--- src/rtl/bit_input_mem.sv ---
// bit_input_mem: copies a fixed 16-byte message ROM into a RAM (LOAD), then
// streams the RAM back out (STREAM), either forever or for one pass (HALT).
module bit_input_mem #(
  parameter bit LOOP = 1'b1
) (
  input  logic       clk,
  input  logic       reset,
  input  logic       en,
  output logic [3:0] addr,
  output logic [7:0] bit_out,
  output logic [7:0] byte_out,
  output logic       loaded,
  output logic       done
);

  typedef enum logic [1:0] {LOAD, STREAM, HALT} state_t;

  state_t     state, state_nxt;
  logic [3:0] addr_nxt;
  logic [7:0] byte_nxt;
  logic       loaded_nxt, done_nxt, wr;
  logic [7:0] mem [16];

  // message ROM "BIT REVERSAL TST", indexed by the live address
  always_comb begin
    case (addr)
      4'd0:  bit_out = 8'h42;
      4'd1:  bit_out = 8'h49;
      4'd2:  bit_out = 8'h54;
      4'd3:  bit_out = 8'h20;
      4'd4:  bit_out = 8'h52;
      4'd5:  bit_out = 8'h45;
      4'd6:  bit_out = 8'h56;
      4'd7:  bit_out = 8'h45;
      4'd8:  bit_out = 8'h52;
      4'd9:  bit_out = 8'h53;
      4'd10: bit_out = 8'h41;
      4'd11: bit_out = 8'h4C;
      4'd12: bit_out = 8'h20;
      4'd13: bit_out = 8'h54;
      4'd14: bit_out = 8'h53;
      default: bit_out = 8'h54;
    endcase
  end

  // next-state and next-output decode; en=0 and HALT leave everything as is
  always_comb begin
    state_nxt  = state;
    addr_nxt   = addr;
    byte_nxt   = byte_out;
    loaded_nxt = loaded;
    done_nxt   = done;
    wr         = 1'b0;
    if (en) begin
      case (state)
        LOAD: begin
          wr       = 1'b1;
          byte_nxt = bit_out;
          addr_nxt = addr + 4'd1;          // 15 wraps to 0 for the read pass
          if (addr == 4'd15) begin
            loaded_nxt = 1'b1;
            state_nxt  = STREAM;
          end
        end
        STREAM: begin
          byte_nxt = mem[addr];
          addr_nxt = addr + 4'd1;
          if (addr == 4'd15 && !LOOP) begin
            addr_nxt  = addr;              // park on the last byte
            done_nxt  = 1'b1;
            state_nxt = HALT;
          end
        end
        default: ;
      endcase
    end
  end

  // state and output registers, cleared asynchronously
  always_ff @(posedge clk or negedge reset) begin
    if (!reset) begin
      state    <= LOAD;
      addr     <= 4'd0;
      byte_out <= 8'h00;
      loaded   <= 1'b0;
      done     <= 1'b0;
    end else begin
      state    <= state_nxt;
      addr     <= addr_nxt;
      byte_out <= byte_nxt;
      loaded   <= loaded_nxt;
      done     <= done_nxt;
    end
  end

  // RAM write port; contents are not reset, every word is written before any read
  always_ff @(posedge clk) begin
    if (wr) mem[addr] <= bit_out;
  end

endmodule

--- config.mk ---
export PLATFORM = sky130hd
export DESIGN_NAME = bit_input_mem
export DESIGN_NICKNAME = d
export VERILOG_FILES = /design/src/rtl/bit_input_mem.sv
export SDC_FILE = /design/constraint.sdc
export NUM_CORES = 1
export LEC_CHECK = 0
export ABC_AREA = 1
export BUFFER_PORTS_ARGS = -buffer_cell sky130_fd_sc_hd__buf_2
export CAP_MARGIN = 10
export CORE_MARGIN = 2
export CORE_UTILIZATION = 40
export DETAILED_ROUTE_END_ITERATION = 12
export PLACE_DENSITY_LB_ADDON = 0.08
export RECOVER_POWER = 100
export SLEW_MARGIN = 20
export SYNTH_ARGS = -nofsm -noshare
export SYNTH_HDL_FRONTEND = slang
export SYNTH_SLANG_ARGS = --single-unit
--- constraint.sdc ---
create_clock -name clk -period 2.9 [get_ports clk]
set_clock_uncertainty 0.1 [all_clocks]
set_input_delay 0.435 -clock clk [delete_from_list [all_inputs] [get_ports clk]]
set_output_delay 0.435 -clock clk [all_outputs]
set_load 0.1 [all_outputs]
==> results of run 1 <==
[layer usage]
layer	global-route usage	wire length, µm	vias up
met3	0.0439	765	12
met4	0.0836	239	0
met5	0	0	-
met2	0.277	5790	119
met1	0.311	6650	1766
li1	-	-	1753
[area by class of cell]
class                   instances  share of cell area
clock inverters                10              0.0197
clock buffers                  20              0.0688
flip-flops and latches        124               0.579
repair buffers                 46              0.0444
inverters                      36              0.0239
multi-input cells             317               0.230
well taps                     176              0.0347
[how the worst max path moves through the flow]
stage               slack [ps]              endpoint  cells past startpoint                start
floorplan                 -490            bit_out[5]                      7  addr[0]$_DFFE_PN0P_
finish                     130            bit_out[0]                      6  addr[1]$_DFFE_PN0P_
global route                60            bit_out[0]                      6  addr[1]$_DFFE_PN0P_
CTS                        170            bit_out[5]                      5  addr[0]$_DFFE_PN0P_
detailed placement         630            bit_out[5]                      5  addr[0]$_DFFE_PN0P_
global placement           580  mem[11][3]$_DFFE_PP_                      5                   en
[synth_stat cells]
master,instances,area (µm²)
nand3_1,30,150
nor2_1,91,342
conb_1,1,3.75
buf_2,13,65.1
inv_2,8,30.0
nor2_8,1,20.0
ha_1,7,87.6
and3_1,1,6.26
o22ai_1,1,6.26
xor2_1,3,26.3
nor2_4,1,11.3
nor3_1,1,5.00
o21ai_0,28,140
dfrtp_1,12,300
nand2_1,111,417
buf_4,6,45.0
o21ai_1,21,105
clkbuf_1,2,7.51
nand2_4,1,11.3
nand2_8,1,20.0
inv_1,27,101
buf_6,5,56.3
edfxtp_1,112,3360
nand4_1,1,6.26
a22oi_2,1,12.5
clkinv_1,1,3.75
a22o_1,1,8.76
a21oi_1,13,65.1
[state kept, by name (all words and copies together), names as in the netlist]
register  count
mem         112
addr          4
byte_out      7
loaded        1
[metrics by stage]
step / instances / setup WS, ps / hold WS [ps] / instance area [µm²]
finish: 729 / 127 / 308 / 6350
global route: 729 / 56.5 / 305 / 6350
CTS: 729 / 172 / 274 / 6440
detailed placement: 698 / 630 / 233 / 5870
global placement: 698 / 583 / 232 / 5870
floorplan: 503 / -485 / 39.4 / 5480
[critical path, cell delays in order, from the launching register on]
cell      delay [ps]
dfrtp_4          580
inv_1            190
buf_4            200
ha_1             150
nand2_1           50
nand4_1          160
clkbuf_2         490
[logic make-up after synthesis]
| family | count (synthesis) | share of synthesized area |
|---|---|---|
| flip-flops | 124 | 0.676 |
| XOR/XNOR | 3 | 0.00485 |
| adder cells (fa/ha/maj) | 7 | 0.0162 |
| AND/OR/NAND/NOR | 239 | 0.182 |
| buffers and inverters | 62 | 0.0571 |
| AO/OA/AOI/OAI | 65 | 0.0624 |
| other | 1 | 0.000692 |
==> run_results.csv, run 1 <==
group,metric,value,unit
clocking,htree_levels,4,
placed_design,place.gp.congestion,0.858,
critical_path,criticalPathCategory,"reg -> out",
clocking,cts_buffers,17,
layout,final_common_cell,"edfxtp_1",
global_route,grt_pass1_wl,21300,µm
critical_path,arrival,2240,ps
routing,drt_first_pass_iters,4,
floorplanning,die_area,14500,µm²
clocking,clock-root-buffer,"clkbuf_16",
floorplanning,die_w,120,µm
critical_path,crit_required,2370,ps
synthesis,synth_cells,501,
floorplanning,rows,42,
critical_path,crit-reg2reg-launch,"addr[1]$_DFFE_PN0P_",
sta,drv_slew,0,
clocking,clkTransAtPathRegs,50,ps
routing,wl,13400,µm
critical_path,ff2ff_setup_slack,240,ps
floorplanning,die_h,120,µm
clocking,clock_path_buffers,2,
routing,first_iter_violations,318,
sta,worst_pin_slew,1190,ps
sta,rsz0062_at_grt,"no",
global_route,overflow,0,
sta,period_share,0.956,
sta,period_minus_slack,2770,ps
min_path,hp-class,"in -> reg",
layout,finalNetCount,552,
sta,tns,0,ps
min_path,hold_end,"addr[0]$_DFFE_PN0P_",
global_route,antenna_found_initial,1,
critical_path,critPathMaxFanout,17,
critical_path,r2r-end,"byte_out[1]$_DFFE_PN0P_",
floorplanning,core_area,13200,µm²
min_path,whs_path_depth,3,
clocking,post_cts_buffers,0,
placed_design,place.detailed.hpwl,8740,µm
sta,maxSlewHeadroom,0.211,
floorplanning,io_pins,25,
critical_path,worstSetupStartpointType,"flip-flop",
routing,drc,0,
min_path,hold_start,"en",
layout,diodes,0,
critical_path,endpoint_kind,"primary output",
critical_path,r2r_cells,11,
synthesis,synth-seq-cells,124,
layout,final_cell_mix,"112 x edfxtp_1, 111 x nand2_1, 91 x nor2_1",
outcome,status,"complete, no violations",
layout,multi_input_area,1460,µm²
clocking,tritoncts,"done",
routing,vias_per_cell,5.01,
global_route,grt_use_total,0.203,
synthesis,synthDistinctLibCells,28,
layout,drive_gt1_frac,0.107,
flow_run,maxCapViolCount,0,
clocking,clock_sinks,124,
layout,n_fill_cell,1264,
layout,fin_util,0.479,
layout,seq_area,3670,µm²
synthesis,yosys_warnings,0,
routing,vias,3650,
sta,hold_viol_final,0,
routing,ant_nets,0,
clocking,cts_resized,0,
clocking,cts_hold_buf,1,
layout,synthToLayoutAreaGrowth,17.2,%
clocking,insertion_delay,420,ps
synthesis,synthesis.area,5420,µm²
floorplanning,start_util,0.409,
sta,finalSetupViolCount,0,
sta,max_freq,0.361,GHz
placed_design,io_buffers,21,
synthesis,syn_avg_cell_area,10.8,µm²
global_route,grt_max_degree,34,
synthesis,seq_area_frac_synth,0.676,
routing,post_drt_wl_per_cell,18.4,µm
global_route,grt_pass1_vias,3605,
Power of run 1 is left out: the tool's default activity adds up to more than one toggle a clock period on the data nets, which glitch-free logic cannot reach.
==> run 2, diff against run 1 <==
--- a/config.mk
+++ b/config.mk
@@ -8,6 +8,7 @@
 export ABC_AREA = 1
 export BUFFER_PORTS_ARGS = -buffer_cell sky130_fd_sc_hd__buf_2
 export CAP_MARGIN = 10
+export CORE_ASPECT_RATIO = 0.8
 export CORE_MARGIN = 2
 export CORE_UTILIZATION = 40
 export DETAILED_ROUTE_END_ITERATION = 12
==> run 2 against run 1 <==
Largest cell class unchanged. Final area about the same. Routed wire length up 1.6%. Register-to-register slack better by 40 ps. Non-clock buffer count down 3. Via count up 1.3%.
==> run_results.csv, run 2 (synthesized netlist as in run 1, its figures left out) <==
group,metric,value,unit
sta,max_freq,0.359,GHz
floorplanning,die_h,108,µm
critical_path,crit-reg2reg-launch,"addr[0]$_DFFE_PN0P_",
critical_path,ff2ff_setup_slack,280,ps
critical_path,crit_end,"bit_out[5]",
layout,regMostFlops,"mem",
global_route,grt_use_total,0.202,
layout,drive_gt1_frac,0.120,
clocking,insertion_delay,410,ps
clocking,clock_path_buffers,2,
layout,finalNetCount,549,
layout,final_cell_mix,"112 x edfxtp_1, 111 x nand2_1, 91 x nor2_1",
clocking,htree_levels,4,
sta,hold_viol_final,0,
outcome,status,"complete, no violations",
critical_path,path_cells,"buf_4 -> ha_1 -> a22oi_1 -> bufinv_8 -> clkbuf_4",
global_route,antenna_found_initial,0,
sta,finalSetupViolCount,0,
layout,diodes,0,
sta,fin_hold_ws,265,ps
critical_path,critPathMaxFanout,28,
sta,worst_pin_slew,1170,ps
routing,drt_first_pass_iters,6,
floorplanning,rows,38,
placed_design,place.detailed.hpwl,8850,µm
routing,wl,13600,µm
layout,largest_registers,"mem x112, byte_out x7, addr x4",
clocking,post_cts_buffers,0,
floorplanning,die_w,134,µm
routing,post_drt_wl_per_cell,18.7,µm
clocking,cts_buffers,17,
sta,period_minus_slack,2790,ps
min_path,hp-class,"in -> reg",
critical_path,r2r_cells,9,
floorplanning,die_area,14500,µm²
critical_path,r2r-end,"byte_out[0]$_DFFE_PN0P_",
sta,rsz0062_at_grt,"no",
global_route,overflow,0,
critical_path,slowest_delay,470,ps
floorplanning,core_area,13400,µm²
layout,final_common_cell,"edfxtp_1",
global_route,grt_max_degree,33,
clocking,tritoncts,"done",
critical_path,cp_slowest_cell,"dfrtp_4",
routing,ant_nets,0,
critical_path,endpoint_kind,"primary output",
routing,drc,0,
routing,first_iter_violations,309,
critical_path,arrival,2250,ps
sta,tns,0,ps
global_route,grt_pass1_vias,3600,
clocking,clock_sinks,124,
critical_path,criticalPathCategory,"reg -> out",
routing,vias_per_cell,5.06,
critical_path,crit_required,2370,ps
layout,largest_register_ffs,112,
layout,synthToLayoutAreaGrowth,17.3,%
sta,drv_slew,0,
critical_path,crit_start,"addr[1]$_DFFE_PN0P_",
floorplanning,start_util,0.404,
sta,maxSlewHeadroom,0.226,
placed_design,io_buffers,21,
critical_path,worstSetupStartpointType,"flip-flop",
placed_design,place.gp.congestion,0.819,
clocking,clkTransAtPathRegs,60,ps
sta,period_share,0.960,
routing,vias,3697,
clocking,clock-root-buffer,"clkbuf_16",
flow_run,maxCapViolCount,0,
global_route,grt_pass1_wl,21200,µm
floorplanning,io_pins,25,
[run 2: cell types whose count changed in the layout (fill, tap and decap cells not counted), sizes merged]
cell	change
clkinv	-1
buf	-1
bufinv	+1
clkbuf	-3
clkinvlp	+2
[run 2: how the worst min path moves through the flow]
| stage | startpoint | end | slack (ps) | cells past startpoint |
|---|---|---|---|---|
| 2_1_floorplan | reset | addr[2]$_DFFE_PN0P_ | 40 | 0 |
| 3_3_place_gp | reset | byte_out[3]$_DFFE_PN0P_ | 230 | 1 |
| 3_5_place_dp | reset | loaded$_DFFE_PN0P_ | 240 | 1 |
| 4_1_cts | en | addr[0]$_DFFE_PN0P_ | 240 | 2 |
| 5_1_grt | en | addr[0]$_DFFE_PN0P_ | 250 | 2 |
| 6_report | en | addr[0]$_DFFE_PN0P_ | 270 | 2 |
[run 2: layout make-up]
| cell class | instances | area, µm² |
|---|---|---|
| inverter | 36 | 151 |
| sequential | 124 | 3670 |
| multi-input combinational | 317 | 1450 |
| tap | 180 | 225 |
| clock inverter | 12 | 173 |
| timing repair buffer | 43 | 253 |
| fill | 1265 | 7060 |
| clock buffer | 19 | 433 |
[run 2: per-stage QoR]
stage | cell area (µm²) | util | setup WS [ps] | std cells
after global placement | 5840 | 0.436 | 538 | 699
after global routing | 6350 | 0.474 | 34.7 | 731
after CTS | 6450 | 0.481 | 79.3 | 731
final | 6350 | 0.474 | 115 | 731
after floorplan | 5480 | - | -485 | 503
after detailed placement | 5840 | 0.436 | 524 | 699
[run 2: critical path: cells and delay by family, from the launching register on]
kind / cells / cell delay (ps)
AOI/OAI and AO/OA: 1 / 270
buffers and inverters: 3 / 820
adders and majority gates: 1 / 260
DFF: 1 / 470
[run 2: what timing repair did]
action	CTS	global route
hold buffers	1	0
endpoints found under the setup margin	0	1
hold endpoints to repair	12	0
resized for setup	0	1
[run 2: routing by layer]
layer  global-route usage  share of wire
met5                    0              0
met4               0.0737          0.018
met3               0.0581          0.068
met2                0.285           0.42
met1                0.297           0.49
Power of run 2 is left out for the same reason.
